`src/rtl/wb_pkg.sv`:
```
// rtl/wb_pkg.sv - shared types and constants for the register-file writeback arbiter
`ifndef WORD_SIZE
`define WORD_SIZE 32
`endif

package wb_pkg;

    localparam int WB_DATA_W = `WORD_SIZE;

    // r0 is hard-wired zero in the register file; writes to it are dropped
    localparam logic [4:0] REG_ZERO = 5'd0;

    typedef struct packed {
        logic [4:0]           num;
        logic [WB_DATA_W-1:0] data;
    } wb_req_t;

    typedef enum logic [0:0] {
        WB_RUN   = 1'b0,
        WB_STALL = 1'b1
    } wb_state_e;

endpackage

```
`src/rtl/wb_fifo.sv`:
```
// rtl/wb_fifo.sv - sync FIFO of writeback requests; WB_BYPASS_EN exposes all entries for forwarding
module wb_fifo
    import wb_pkg::*;
#(
    parameter int DEPTH = 4,
    parameter int AW    = $clog2(DEPTH)
) (
    input  logic                clk,
    input  logic                rst_n,
    input  logic                push,
    input  wb_req_t             push_req,
    input  logic                pop,
    output wb_req_t             head,
    output logic                full,
    output logic                empty
`ifdef WB_BYPASS_EN
    ,
    output logic [AW:0]         count,
    output logic [AW-1:0]       rd_idx,
    output wb_req_t [DEPTH-1:0] entries
`endif
);

    wb_req_t [DEPTH-1:0] mem;
    logic [AW-1:0]       wr_ptr;
    logic [AW-1:0]       rd_ptr;
    logic [AW:0]         cnt;

    // Storage needs no reset: only entries between the pointers are ever observed
    always_ff @(posedge clk) begin
        if (push) begin
            mem[wr_ptr] <= push_req;
        end
    end

    // Pointers wrap naturally because DEPTH is a power of two
    always_ff @(posedge clk or negedge rst_n) begin
        if (!rst_n) begin
            wr_ptr <= '0;
            rd_ptr <= '0;
            cnt    <= '0;
        end else begin
            if (push) wr_ptr <= wr_ptr + 1'b1;
            if (pop)  rd_ptr <= rd_ptr + 1'b1;
            case ({push, pop})
                2'b10:   cnt <= cnt + 1'b1;
                2'b01:   cnt <= cnt - 1'b1;
                default: cnt <= cnt;
            endcase
        end
    end

    assign head  = mem[rd_ptr];
    assign full  = (cnt == (AW+1)'(DEPTH));
    assign empty = (cnt == '0);

`ifdef WB_BYPASS_EN
    assign count   = cnt;
    assign rd_idx  = rd_ptr;
    assign entries = mem;
`endif

endmodule

```
`src/rtl/regfile_wb_arbiter.sv`:
```
// rtl/regfile_wb_arbiter.sv - merges WB-stage and long-latency writebacks onto one regfile write port; optional WB_BYPASS_EN
module regfile_wb_arbiter
    import wb_pkg::*;
#(
    parameter int DATA_W     = WB_DATA_W,
    parameter int FIFO_DEPTH = 4,
    parameter int STARVE_MAX = 8
) (
    input  logic              clk,
    input  logic              rst_n,
    input  logic              p_valid,
    input  logic [4:0]        p_num,
    input  logic [DATA_W-1:0] p_data,
    input  logic              s_valid,
    output logic              s_ready,
    input  logic [4:0]        s_num,
    input  logic [DATA_W-1:0] s_data,
    output logic              write_en,
    output logic [4:0]        write_num,
    output logic [DATA_W-1:0] write_data,
    output logic              pending,
    output logic              stall_req
`ifdef WB_BYPASS_EN
    ,
    input  logic [4:0]        byp_num,
    output logic              byp_hit,
    output logic [DATA_W-1:0] byp_data
`endif
);

    localparam int AW = $clog2(FIFO_DEPTH);
    localparam int CW = $clog2(STARVE_MAX + 1);

    wb_req_t       push_req;
    wb_req_t       head;
    logic          full;
    logic          empty;
    logic          push;
    logic          pop;
    logic          p_win;
    logic          blocked;
    logic [CW-1:0] starve_cnt;
    wb_state_e     state;

`ifdef WB_BYPASS_EN
    logic [AW:0]              count;
    logic [AW-1:0]            rd_idx;
    wb_req_t [FIFO_DEPTH-1:0] entries;
    logic [AW-1:0]            idx;
`endif

    // Primary always wins; r0 writes from either side are swallowed here
    assign p_win    = p_valid && (p_num != REG_ZERO);
    assign push     = s_valid && s_ready && (s_num != REG_ZERO);
    assign pop      = !empty && !p_win;
    assign blocked  = !empty && p_win;
    assign push_req = '{num: s_num, data: s_data};
    assign s_ready  = !full;
    assign pending  = !empty;
    assign stall_req = (state == WB_STALL);

    wb_fifo #(
        .DEPTH    (FIFO_DEPTH)
    ) u_fifo (
        .clk      (clk),
        .rst_n    (rst_n),
        .push     (push),
        .push_req (push_req),
        .pop      (pop),
        .head     (head),
        .full     (full),
        .empty    (empty)
`ifdef WB_BYPASS_EN
        ,
        .count    (count),
        .rd_idx   (rd_idx),
        .entries  (entries)
`endif
    );

    // Registered write port: primary, else FIFO head, else idle with num/data held
    always_ff @(posedge clk or negedge rst_n) begin
        if (!rst_n) begin
            write_en   <= 1'b0;
            write_num  <= '0;
            write_data <= '0;
        end else if (p_win) begin
            write_en   <= 1'b1;
            write_num  <= p_num;
            write_data <= p_data;
        end else if (!empty) begin
            write_en   <= 1'b1;
            write_num  <= head.num;
            write_data <= head.data;
        end else begin
            write_en   <= 1'b0;
        end
    end

    // Starvation tracking: count blocked head cycles, stall once the limit is hit, release on pop
    always_ff @(posedge clk or negedge rst_n) begin
        if (!rst_n) begin
            starve_cnt <= '0;
            state      <= WB_RUN;
        end else begin
            if (pop || empty) begin
                starve_cnt <= '0;
            end else if (blocked && (starve_cnt != CW'(STARVE_MAX))) begin
                starve_cnt <= starve_cnt + 1'b1;
            end
            case (state)
                WB_RUN:   if (blocked && (starve_cnt == CW'(STARVE_MAX - 1))) state <= WB_STALL;
                WB_STALL: if (pop) state <= WB_RUN;
                default:  state <= WB_RUN;
            endcase
        end
    end

`ifdef WB_BYPASS_EN
    // Forwarding search over live entries, oldest to youngest so the youngest match wins
    always_comb begin
        byp_hit  = 1'b0;
        byp_data = '0;
        idx      = '0;
        for (int i = 0; i < FIFO_DEPTH; i++) begin
            idx = rd_idx + AW'(i);
            if (((AW+1)'(i) < count) && (byp_num != REG_ZERO) && (entries[idx].num == byp_num)) begin
                byp_hit  = 1'b1;
                byp_data = entries[idx].data;
            end
        end
    end
`endif

endmodule

```
`config.mk`:
```
export PLATFORM = sky130hd
export DESIGN_NAME = regfile_wb_arbiter
export DESIGN_NICKNAME = d
export VERILOG_FILES = /design/src/rtl/wb_pkg.sv /design/src/rtl/wb_fifo.sv /design/src/rtl/regfile_wb_arbiter.sv
export SDC_FILE = /design/constraint.sdc
export NUM_CORES = 1
export LEC_CHECK = 0
export CAP_MARGIN = 20
export CORE_MARGIN = 5
export CORE_UTILIZATION = 53
export CTS_BUF_LIST = sky130_fd_sc_hd__clkbuf_8 sky130_fd_sc_hd__clkbuf_16
export DETAILED_ROUTE_END_ITERATION = 7
export PLACE_DENSITY = 0.89
export SLEW_MARGIN = 20
export SYNTH_ARGS = -nofsm -noshare
export SYNTH_HDL_FRONTEND = slang
export SYNTH_SLANG_ARGS = --single-unit
```
`constraint.sdc`:
```
create_clock -name clk -period 2.83 [get_ports clk]
set_clock_uncertainty 0.2 [all_clocks]
set_input_delay 0.4245 -clock clk [delete_from_list [all_inputs] [get_ports clk]]
set_output_delay 0.4245 -clock clk [all_outputs]
set_load 0.02 [all_outputs]
```
==> flow_metrics.py, run 1 <==
metrics = {
    "cells_and_area": {
        "diodes": 0,
        "area_growth_pct": 28.6,
        "drive_gt1_share_pct": 16.9,
        "fin_nets": 683,
        "final_cell_count_no_fill": 794,
    },
    "yosys": {
        "synth_largest_area_cell": "edfxtp_1",
        "synth.area.mux_share_pct": 11.3,
        "synth_top_family_by_area": "multiplexers",
        "synthAdderAreaFrac_pct": 1.40,
        "synth.cell_area_um2": 7680,
        "synth_compound_area_share_pct": 3.32,
        "yosysUniqueCellTypes": 26,
        "yosysMostFrequentCell": "edfxtp_1",
        "synth-main-ff-cell": "edfxtp_1",
        "yosys.area_share.simple_pct": 7.04,
        "ys_ff_latch": 198,
        "yosys_warnings": 0,
        "ys_seq_area_share_pct": 74.1,
        "synth_edf_count": 148,
        "synthTopCellsByCount": "edfxtp_1, nand2_1, dfrtp_1",
        "async_reset_ff_share_pct": 25.3,
        "synth.avg_cell_area_um2": 16.8,
        "ys_top_cells_by_area": "edfxtp_1, dfrtp_1, mux4_2",
        "syn-instance-count": 457,
        "synth.top_cell.area_share_pct": 57.9,
        "synth_xor_area_share_pct": 1.03,
        "synth_nets": 543,
    },
    "global_routing": {
        "grt_max_degree": 44,
        "grt_pass1_wl_um": 25200,
        "grt_pass1_vias": 4828,
        "grtUsageTotal_pct": 20.0,
        "antenna_found_initial": 0,
        "globalRouteOverflowTotal": 0,
    },
    "timing": {
        "rsz0062_at_grt": "no",
        "slew_viol_final": 0,
        "setup_viol": 0,
        "timing.final.ws_setup_ns": 0.253,
        "finalCriticalPeriod_ns": 2.58,
        "setup_tns_ns": 0,
        "fmaxAchievable_mhz": 388,
        "holdWs_ns": 0.341,
        "hold_viol_final": 0,
        "max_slew_margin_pct": 54.0,
        "worst-slew-pin-transition_ns": 0.689,
        "post-route-period-util_pct": 91.1,
    },
    "setup_path": {
        "startpoint_type": "primary input",
        "arrival_ns": 2.69,
        "crit_path_end_kind": "flip-flop",
        "crit_path_max_incr_delay_ns": 0.59,
        "required_ns": 2.94,
        "crit_path_max_fanout": 2,
        "worst_path_max_delay_cell": "or4_1",
        "crit_chain": "clkdlybuf4s50_1 > or4_1 > o21ai_4 > and2_1 > ha_1 > fa_1 > mux2_2",
        "path_class": "primary input to flip-flop",
    },
    "drt": {
        "avgViaCountPerCell": 5.66,
        "wl_um": 16100,
        "routedWlPerCell_um": 20.3,
        "drc": 0,
        "drt-initial-drc-count": 327,
        "first_pass_iters": 4,
        "vias": 4495,
        "antenna_left": 0,
    },
    "clock_network": {
        "cts_buffer_depth": 2,
        "cts_buffers": 17,
        "clk_pin_slew_ns": 0.06,
        "h-tree-depth": 4,
        "cts_hold_buf": 1,
        "clk-insertion-delay-late_ns": 0.43,
        "clockRootBuffer": "clkbuf_16",
        "cts_tree": "built",
        "cts.sinks": 198,
        "cts_setup_buffers": 0,
        "cts-resized-gates": 0,
    },
    "place": {
        "numPortBuffers": 118,
        "pre_cts_slack_ns": -0.158,
        "post-place-cells": 761,
        "gp_congestion": 0.763,
        "dp_hpwl_um": 10800,
    },
    "die": {
        "die_width_um": 130,
        "start_util_pct": 53.5,
        "die_y_um": 130,
        "rows": 44,
        "die_area_um2": 17000,
        "ios": 119,
        "core-area_um2": 14400,
    },
    "power": {
        "p_leak_nw": 3.55,
        "powerDensity_nw_per_um2": 987,
        "ir_worst_vdd_mv": 0.558,
    },
    "outcome": {
        "outcome": "finished, final reports clean",
    },
    "flow_run": {
        "max_cap_viol_count": 0,
    },
    "min_path": {
        "hold_path.class": "flip-flop to flip-flop",
    },
}
-- critical path, delay by kind of cell --
kind,cells,cell delay [ns]
adders and majority gates,2,0.64
AOI/OAI and AO/OA,1,0.17
buffers and inverters,1,0.42
and+or+nand+nor,2,0.77
muxes,1,0.28
-- flip-flops by register name (all words and copies together) (netlist names) --
register / flops
write_en: 1
u_fifo.wr_ptr: 2
stall_req: 1
u_fifo.mem: 148
u_fifo.rd_ptr: 2
write_data: 32
u_fifo.cnt: 3
starve_cnt: 4
write_num: 5
-- area by class of cell --
cell class / count / area [um^2]
repair buffers: 145 / 1470
multi-input cells: 229 / 1870
inverters: 6 / 22.5
well taps: 184 / 230
clock buffers: 17 / 425
clock inverters: 15 / 165
flip-flops and latches: 198 / 5700
fillers: 938 / 4490
-- layout by cell type, fill, tap and decap left out, types with 5 or more instances in the layout --
cell,netlist,routed
edfxtp_1,148,148
clkdlybuf4s50_1,0,117
nand2_1,76,76
dfrtp_1,50,48
nor2_1,39,39
mux4_2,37,37
a31oi_1,35,35
buf_4,3,19
clkbuf_16,0,17
inv_1,6,8
ha_1,7,7
buf_12,0,7
nor3_1,5,5
xnor2_1,5,5
-- metal layers --
metal | GRT usage [%] | part of all wire, % | up-vias
li1 | - | - | 2010
met1 | 25.5 | 40 | 2280
met2 | 33.5 | 52 | 178
met3 | 4.35 | 6.3 | 27
met4 | 8.89 | 2.4 | 0
met5 | 0 | 0 | -
-- final timing paths --
check	start	endpoint	slack (ns)	cells past startpoint
hold / removal	write_data[4]$_DFFE_PN0P_	write_data[4]$_DFFE_PN0P_	0.34	2
hold reg to reg	write_data[4]$_DFFE_PN0P_	write_data[4]$_DFFE_PN0P_	0.34	2
max in group asynchronous	rst_n	write_data[16]$_DFFE_PN0P_	1.40	3
setup / recovery	p_num[1]	u_fifo.cnt[1]$_DFFE_PN0P_	0.25	7
setup reg to reg	u_fifo.cnt[0]$_DFFE_PN0P_	u_fifo.cnt[2]$_DFFE_PN0P_	0.54	9
min in group asynchronous	rst_n	write_data[5]$_DFFE_PN0P_	0.37	2
-- logic make-up after synthesis --
kind of cell,after synthesis
DFF,198
and+or+nand+nor,133
muxes,40
AOI/OAI and AO/OA,39
buffers and inverters,30
xor gates and xnor gates,9
adders and majority gates,8
-- report_power, final --
| part | total, mW | leakage [nW] | internal, mW | switching (mW) |
|---|---|---|---|---|
| registers | 4.21 | 1.93 | 3.87 | 0.341 |
| clock network | 2.38 | 0.289 | 1.38 | 1.01 |
| logic | 3.15 | 1.33 | 1.54 | 1.61 |
| total | 9.75 | 3.55 | 6.79 | 2.96 |
-- through the flow --
step	instance area [um^2]	power (mW)	util [%]
final	9880	9.75	68.7
after global routing	9880	10.3	68.7
after floorplan	7680	6.12	-
after detailed placement	9280	7.46	64.6
after CTS	9880	9.85	68.7
after global placement	9280	7.29	64.6
(Power assumes the default switching activity.)
==> run 2: changes to the inputs <==
--- a/config.mk
+++ b/config.mk
@@ -5,12 +5,13 @@
 export SDC_FILE = /design/constraint.sdc
 export NUM_CORES = 1
 export LEC_CHECK = 0
+export ABC_AREA = 1
 export CAP_MARGIN = 20
-export CORE_MARGIN = 5
-export CORE_UTILIZATION = 53
+export CORE_MARGIN = 2
+export CORE_UTILIZATION = 55
 export CTS_BUF_LIST = sky130_fd_sc_hd__clkbuf_8 sky130_fd_sc_hd__clkbuf_16
 export DETAILED_ROUTE_END_ITERATION = 7
-export PLACE_DENSITY = 0.89
+export PLACE_DENSITY = 0.9
 export SLEW_MARGIN = 20
 export SYNTH_ARGS = -nofsm -noshare
 export SYNTH_HDL_FRONTEND = slang
==> flow_metrics.py, run 2 <==
metrics = {
    "outcome": {
        "outcome": "finished, final reports clean",
    },
    "cells_and_area": {
        "reg.largest.list": "u_fifo.mem x148, write_data x32, write_num x5",
        "fin_nets": 1069,
        "largest_reg_flops": 148,
        "top_register": "u_fifo.mem",
        "fin_util_pct": 69.8,
        "layout_commonest_cell": "nand2_1",
        "drive_gt1_share_pct": 6.53,
        "diodes": 0,
        "final_cell_count_no_fill": 1207,
        "area_growth_pct": 23.0,
        "final_cell_mix": "nand2_1, nand3_1, inv_1",
    },
    "global_routing": {
        "grt_max_degree": 77,
        "globalRouteOverflowTotal": 0,
        "grtUsageTotal_pct": 25.5,
        "grt_pass1_vias": 6633,
        "antenna_found_initial": 0,
        "grt_pass1_wl_um": 32100,
    },
    "power": {
        "switching_power_mw": 3.71,
        "pwr-share-seq_pct": 40.7,
        "combPwrFrac_pct": 36.3,
        "p_sw_share_pct": 36.3,
        "powerDensity_nw_per_um2": 955,
        "ir_worst_vdd_mv": 0.668,
        "p_int_mw": 6.51,
        "p_clk_share_pct": 23.0,
        "p_leak_nw": 4.75,
    },
    "setup_path": {
        "crit_path_max_fanout": 3,
        "startpoint_type": "flip-flop",
        "path_class": "flip-flop to flip-flop",
        "r2r_cells": 9,
        "crit_path_end_kind": "flip-flop",
        "r2r_slack_ns": 0.43,
        "r2r_start": "u_fifo.cnt[0]$_DFFE_PN0P_",
        "required_ns": 2.94,
        "arrival_ns": 2.51,
        "timing.rr.end": "u_fifo.cnt[2]$_DFFE_PN0P_",
    },
    "die": {
        "die_y_um": 130,
        "die_width_um": 130,
        "rows": 45,
        "core-area_um2": 15300,
        "die_area_um2": 16800,
        "start_util_pct": 56.8,
        "ios": 119,
    },
    "clock_network": {
        "cts_buffer_depth": 2,
        "h-tree-depth": 4,
        "cts_tree": "built",
        "cts.sinks": 198,
        "clk_pin_slew_ns": 0.07,
        "clockRootBuffer": "clkbuf_16",
        "cts_buffers": 17,
        "clk-insertion-delay-late_ns": 0.43,
    },
    "timing": {
        "rsz0062_at_grt": "no",
        "setup_viol": 0,
        "hold_viol_final": 0,
        "finalCriticalPeriod_ns": 2.40,
        "worst-slew-pin-transition_ns": 0.839,
        "max_slew_margin_pct": 44.0,
        "fmaxAchievable_mhz": 417,
        "post-route-period-util_pct": 84.8,
        "slew_viol_final": 0,
    },
    "yosys": {
        "async_reset_ff_share_pct": 25.3,
        "synthTopCellsByCount": "nand2_1, nand3_1, inv_1",
        "synth_largest_area_cell": "edfxtp_1",
        "synth.cell_area_um2": 8700,
        "yosys_warnings": 0,
        "yosysUniqueCellTypes": 24,
        "synth-main-ff-cell": "edfxtp_1",
        "synth_nets": 953,
        "ys_top_cells_by_area": "edfxtp_1, dfrtp_1, nand3_1",
        "synth.top_cell.area_share_pct": 51.1,
        "synth.avg_cell_area_um2": 10.0,
        "yosysMostFrequentCell": "nand2_1",
        "synth_edf_count": 148,
        "ys_ff_latch": 198,
        "syn-instance-count": 867,
        "ys_seq_area_share_pct": 65.5,
    },
    "min_path": {
        "hp-start": "write_data[27]$_DFFE_PN0P_",
        "hold_path_depth": 2,
        "min_to": "write_data[27]$_DFFE_PN0P_",
        "hold_path.class": "flip-flop to flip-flop",
    },
    "drt": {
        "routedWlPerCell_um": 17.2,
        "first_pass_iters": 7,
        "avgViaCountPerCell": 5.38,
        "antenna_left": 0,
        "vias": 6492,
        "wl_um": 20800,
        "drc": 0,
        "drt-initial-drc-count": 583,
    },
    "place": {
        "post-place-cells": 1174,
        "numPortBuffers": 118,
        "dp_hpwl_um": 12900,
        "gp_congestion": 0.772,
    },
    "flow_run": {
        "max_cap_viol_count": 0,
    },
}
## run 2: worst max path at each step
| stage | endpoint | slack, ns | cells after the start | start |
|---|---|---|---|---|
| floorplan | u_fifo.mem[0]$_DFFE_PP_ | -0.36 | 5 | u_fifo.cnt[0]$_DFFE_PN0P_ |
| global placement | u_fifo.cnt[2]$_DFFE_PN0P_ | 0.23 | 11 | p_num[2] |
| detailed placement | u_fifo.cnt[2]$_DFFE_PN0P_ | 0.16 | 11 | p_num[3] |
| CTS | u_fifo.cnt[2]$_DFFE_PN0P_ | 0.44 | 9 | u_fifo.cnt[0]$_DFFE_PN0P_ |
| global route | u_fifo.cnt[2]$_DFFE_PN0P_ | 0.25 | 9 | u_fifo.cnt[0]$_DFFE_PN0P_ |
| finish | u_fifo.cnt[2]$_DFFE_PN0P_ | 0.43 | 9 | u_fifo.cnt[0]$_DFFE_PN0P_ |
## run 2: layer usage
metal / GRT usage, % / share of wire (%)
met5: 0 / 0
met4: 12.4 / 3.8
met3: 5.70 / 7.5
met2: 45.1 / 52
met1: 29.5 / 37
## run 2: per-stage QoR
stage | instance area, um^2 | hold slack [ns] | worst slack (ns) | power, mW | setup TNS [ns]
after floorplan | 8700 | -0.0711 | -0.355 | 6.47 | -52.59
after global placement | 10100 | 0.291 | 0.232 | 7.67 | 0
after detailed placement | 10100 | 0.294 | 0.162 | 7.83 | 0
after CTS | 10700 | 0.312 | 0.440 | 10.2 | 0
after global routing | 10700 | 0.341 | 0.249 | 10.7 | 0
final | 10700 | 0.312 | 0.432 | 10.2 | 0
## run 2: power by group through the flow
| stage | Combinational [mW] | Clock, mW | Sequential [mW] |
|---|---|---|---|
| 6_report | 3.71 | 2.35 | 4.16 |
| 5_1_grt | 4.04 | 2.48 | 4.21 |
| 4_1_cts | 3.69 | 2.36 | 4.15 |
| 3_5_place_dp | 3.63 | 0 | 4.20 |
| 3_3_place_gp | 3.49 | 0 | 4.17 |
| 2_1_floorplan | 2.01 | 0 | 4.46 |
## run 2: final cells by class
class                      instances  area [um^2]
tap                              211          264
multi-input combinational        470         2180
timing repair buffer             140         1390
clock buffer                      17          425
sequential                       198         5700
inverter                         156          586
fill                            1046         4620
clock inverter                    15          153
## run 2: logic make-up (layout without fill, tap and decap cells)
| kind of cell | Yosys count | after routing | share of synthesized area [%] |
|---|---|---|---|
| AOI/OAI and AO/OA | 6 | 6 | 0.345 |
| xor gates and xnor gates | 6 | 6 | 0.604 |
| adders and majority gates | 8 | 8 | 1.24 |
| buffers and inverters | 199 | 328 | 9.91 |
| DFF | 198 | 198 | 65.5 |
| and+or+nand+nor | 450 | 450 | 22.4 |
## run 2: critical path, cell delays in order, from the launching register on
cell	delay, ns
dfrtp_1	0.43
inv_1	0.10
nand3_1	0.10
and2_1	0.24
nand2_1	0.15
ha_1	0.28
fa_1	0.39
a21oi_1	0.13
o21ai_0	0.11
xor2_1	0.15
## run 2: repair_timing
item	in CTS	in global routing
hold buffers	1	0
resized for setup	0	0
setup buffers	0	0
endpoints found under the hold margin	50	0
==> run 3: changes to the inputs <==
==> constraint.sdc (replaced) <==
create_clock -name clk -period 2.47 [get_ports clk]
set_clock_uncertainty 0.2 [all_clocks]
set_input_delay 0.3705 -clock clk [delete_from_list [all_inputs] [get_ports clk]]
set_output_delay 0.3705 -clock clk [all_outputs]
set_load 0.02 [all_outputs]
==> flow_metrics.py, run 3 (synthesized netlist as in run 2, its figures left out) <==
metrics = {
    "die": {
        "start_util_pct": 56.8,
        "die_width_um": 130,
        "die_area_um2": 16800,
        "rows": 45,
        "ios": 119,
        "die_y_um": 130,
        "core-area_um2": 15300,
    },
    "clock_network": {
        "clockRootBuffer": "clkbuf_16",
        "cts_buffers": 17,
        "clk_pin_slew_ns": 0.07,
        "cts_tree": "built",
        "cts.sinks": 198,
        "h-tree-depth": 4,
        "cts_setup_buffers": 0,
        "clk-insertion-delay-late_ns": 0.44,
        "cts_buffer_depth": 2,
    },
    "timing": {
        "holdWs_ns": 0.183,
        "hold_viol_final": 0,
        "max_slew_margin_pct": 46.2,
        "finalCriticalPeriod_ns": 2.35,
        "worst-slew-pin-transition_ns": 0.807,
        "timing.final.ws_setup_ns": 0.120,
        "post-route-period-util_pct": 95.1,
        "fmaxAchievable_mhz": 426,
        "setup_viol": 0,
        "slew_viol_final": 0,
        "setup_tns_ns": 0,
    },
    "setup_path": {
        "arrival_ns": 2.46,
        "r2r_slack_ns": 0.12,
        "r2r_cells": 11,
        "crit_path_end_kind": "flip-flop",
        "path_class": "flip-flop to flip-flop",
        "required_ns": 2.58,
        "r2r_start": "u_fifo.cnt[1]$_DFFE_PN0P_",
        "timing.rr.end": "u_fifo.cnt[2]$_DFFE_PN0P_",
        "startpoint_type": "flip-flop",
        "crit_path_max_fanout": 5,
    },
    "cells_and_area": {
        "largest_reg_flops": 148,
        "top_register": "u_fifo.mem",
        "multiInputGateArea_um2": 2180,
        "final_cell_mix": "nand2_1, nand3_1, inv_1",
        "fin_nets": 1087,
        "diodes": 0,
        "drive_gt1_share_pct": 7.89,
        "reg.largest.list": "u_fifo.mem x148, write_data x32, write_num x5",
        "register_area_um2": 5700,
        "fillers": 1040,
        "layout_commonest_cell": "nand2_1",
        "area_growth_pct": 25.4,
    },
    "power": {
        "power_mw": 11.9,
        "p_leak_nw": 4.90,
        "powerDensity_nw_per_um2": 1090,
        "ir_worst_vdd_mv": 0.697,
    },
    "global_routing": {
        "grt_pass1_wl_um": 33200,
        "grt_pass1_vias": 6802,
        "grt_max_degree": 77,
        "antenna_found_initial": 0,
        "grtUsageTotal_pct": 26.2,
        "globalRouteOverflowTotal": 0,
    },
    "place": {
        "pre_cts_slack_ns": -0.316,
        "numPortBuffers": 118,
        "dp_hpwl_um": 13800,
        "gp_congestion": 0.785,
    },
    "min_path": {
        "hold_path.class": "primary input to asynchronous set/reset pin",
    },
    "drt": {
        "wl_um": 21100,
        "vias": 6574,
        "drc": 0,
        "routedWlPerCell_um": 17.2,
        "avgViaCountPerCell": 5.37,
        "antenna_left": 0,
        "drt-initial-drc-count": 652,
        "first_pass_iters": 7,
    },
    "flow_run": {
        "max_cap_viol_count": 0,
    },
    "outcome": {
        "outcome": "finished, final reports clean",
    },
}
run 3: per-stage QoR:
step,instances,instance area (um^2),util (%)
after global placement,1187,10200,66.6
after global routing,1225,10900,71.3
after CTS,1225,10900,71.2
after detailed placement,1192,10300,67.4
final,1225,10900,71.3
after floorplan,867,8710,-
run 3: per-layer routing:
layer | vias to the layer above | part of all wire (%) | global-route usage (%)
met5 | - | 0 | 0
met3 | 47 | 8.0 | 5.17
li1 | 3050 | - | -
met2 | 363 | 53 | 46.7
met4 | 0 | 2.6 | 12.1
met1 | 3114 | 36 | 30.7
run 3: worst max-delay path by stage:
stage	start	end	slack, ns	cells after the start
floorplan	u_fifo.cnt[0]$_DFFE_PN0P_	u_fifo.mem[0]$_DFFE_PP_	-0.15	5
global placement	s_num[4]	u_fifo.mem[21]$_DFFE_PP_	-0.35	6
detailed placement	s_num[0]	u_fifo.cnt[2]$_DFFE_PN0P_	-0.32	11
CTS	u_fifo.cnt[1]$_DFFE_PN0P_	u_fifo.cnt[2]$_DFFE_PN0P_	0.04	11
global route	u_fifo.cnt[1]$_DFFE_PN0P_	u_fifo.cnt[2]$_DFFE_PN0P_	-0.01	11
finish	u_fifo.cnt[1]$_DFFE_PN0P_	u_fifo.cnt[2]$_DFFE_PN0P_	0.12	11
run 3: worst max-delay path, cell delays in order (launching register included):
cell and delay, ns:
dfrtp_1 0.35, inv_1 0.05, nand3_1 0.10, and2_4 0.16, nand2_1 0.09, buf_12 0.15
buf_4 0.14, ha_1 0.22, fa_1 0.39, a21oi_1 0.13, o21ai_1 0.09, xor2_1 0.15
run 3: area by class of cell:
| type | count | area share, % |
|---|---|---|
| well taps | 211 | 2.42 |
| multi-input cells | 470 | 20.0 |
| repair buffers | 158 | 14.7 |
| flip-flops and latches | 198 | 52.2 |
| clock inverters | 15 | 1.39 |
| clock buffers | 17 | 3.90 |
| inverters | 156 | 5.37 |
run 3: repair_timing:
action | 4_1_cts | 5_1_grt
endpoints found under the setup margin | 1 | 1
resized for setup | 1 | 2
hold buffers | 1 | 0
pin swaps | 0 | 0
endpoints found under the hold margin | 15 | 0
run 3: where the power goes:
part           internal [mW]  switching (mW)  leakage, nW
clock network           1.57            1.16        0.302
logic                   1.69            2.77         2.64
registers               4.43           0.315         1.96
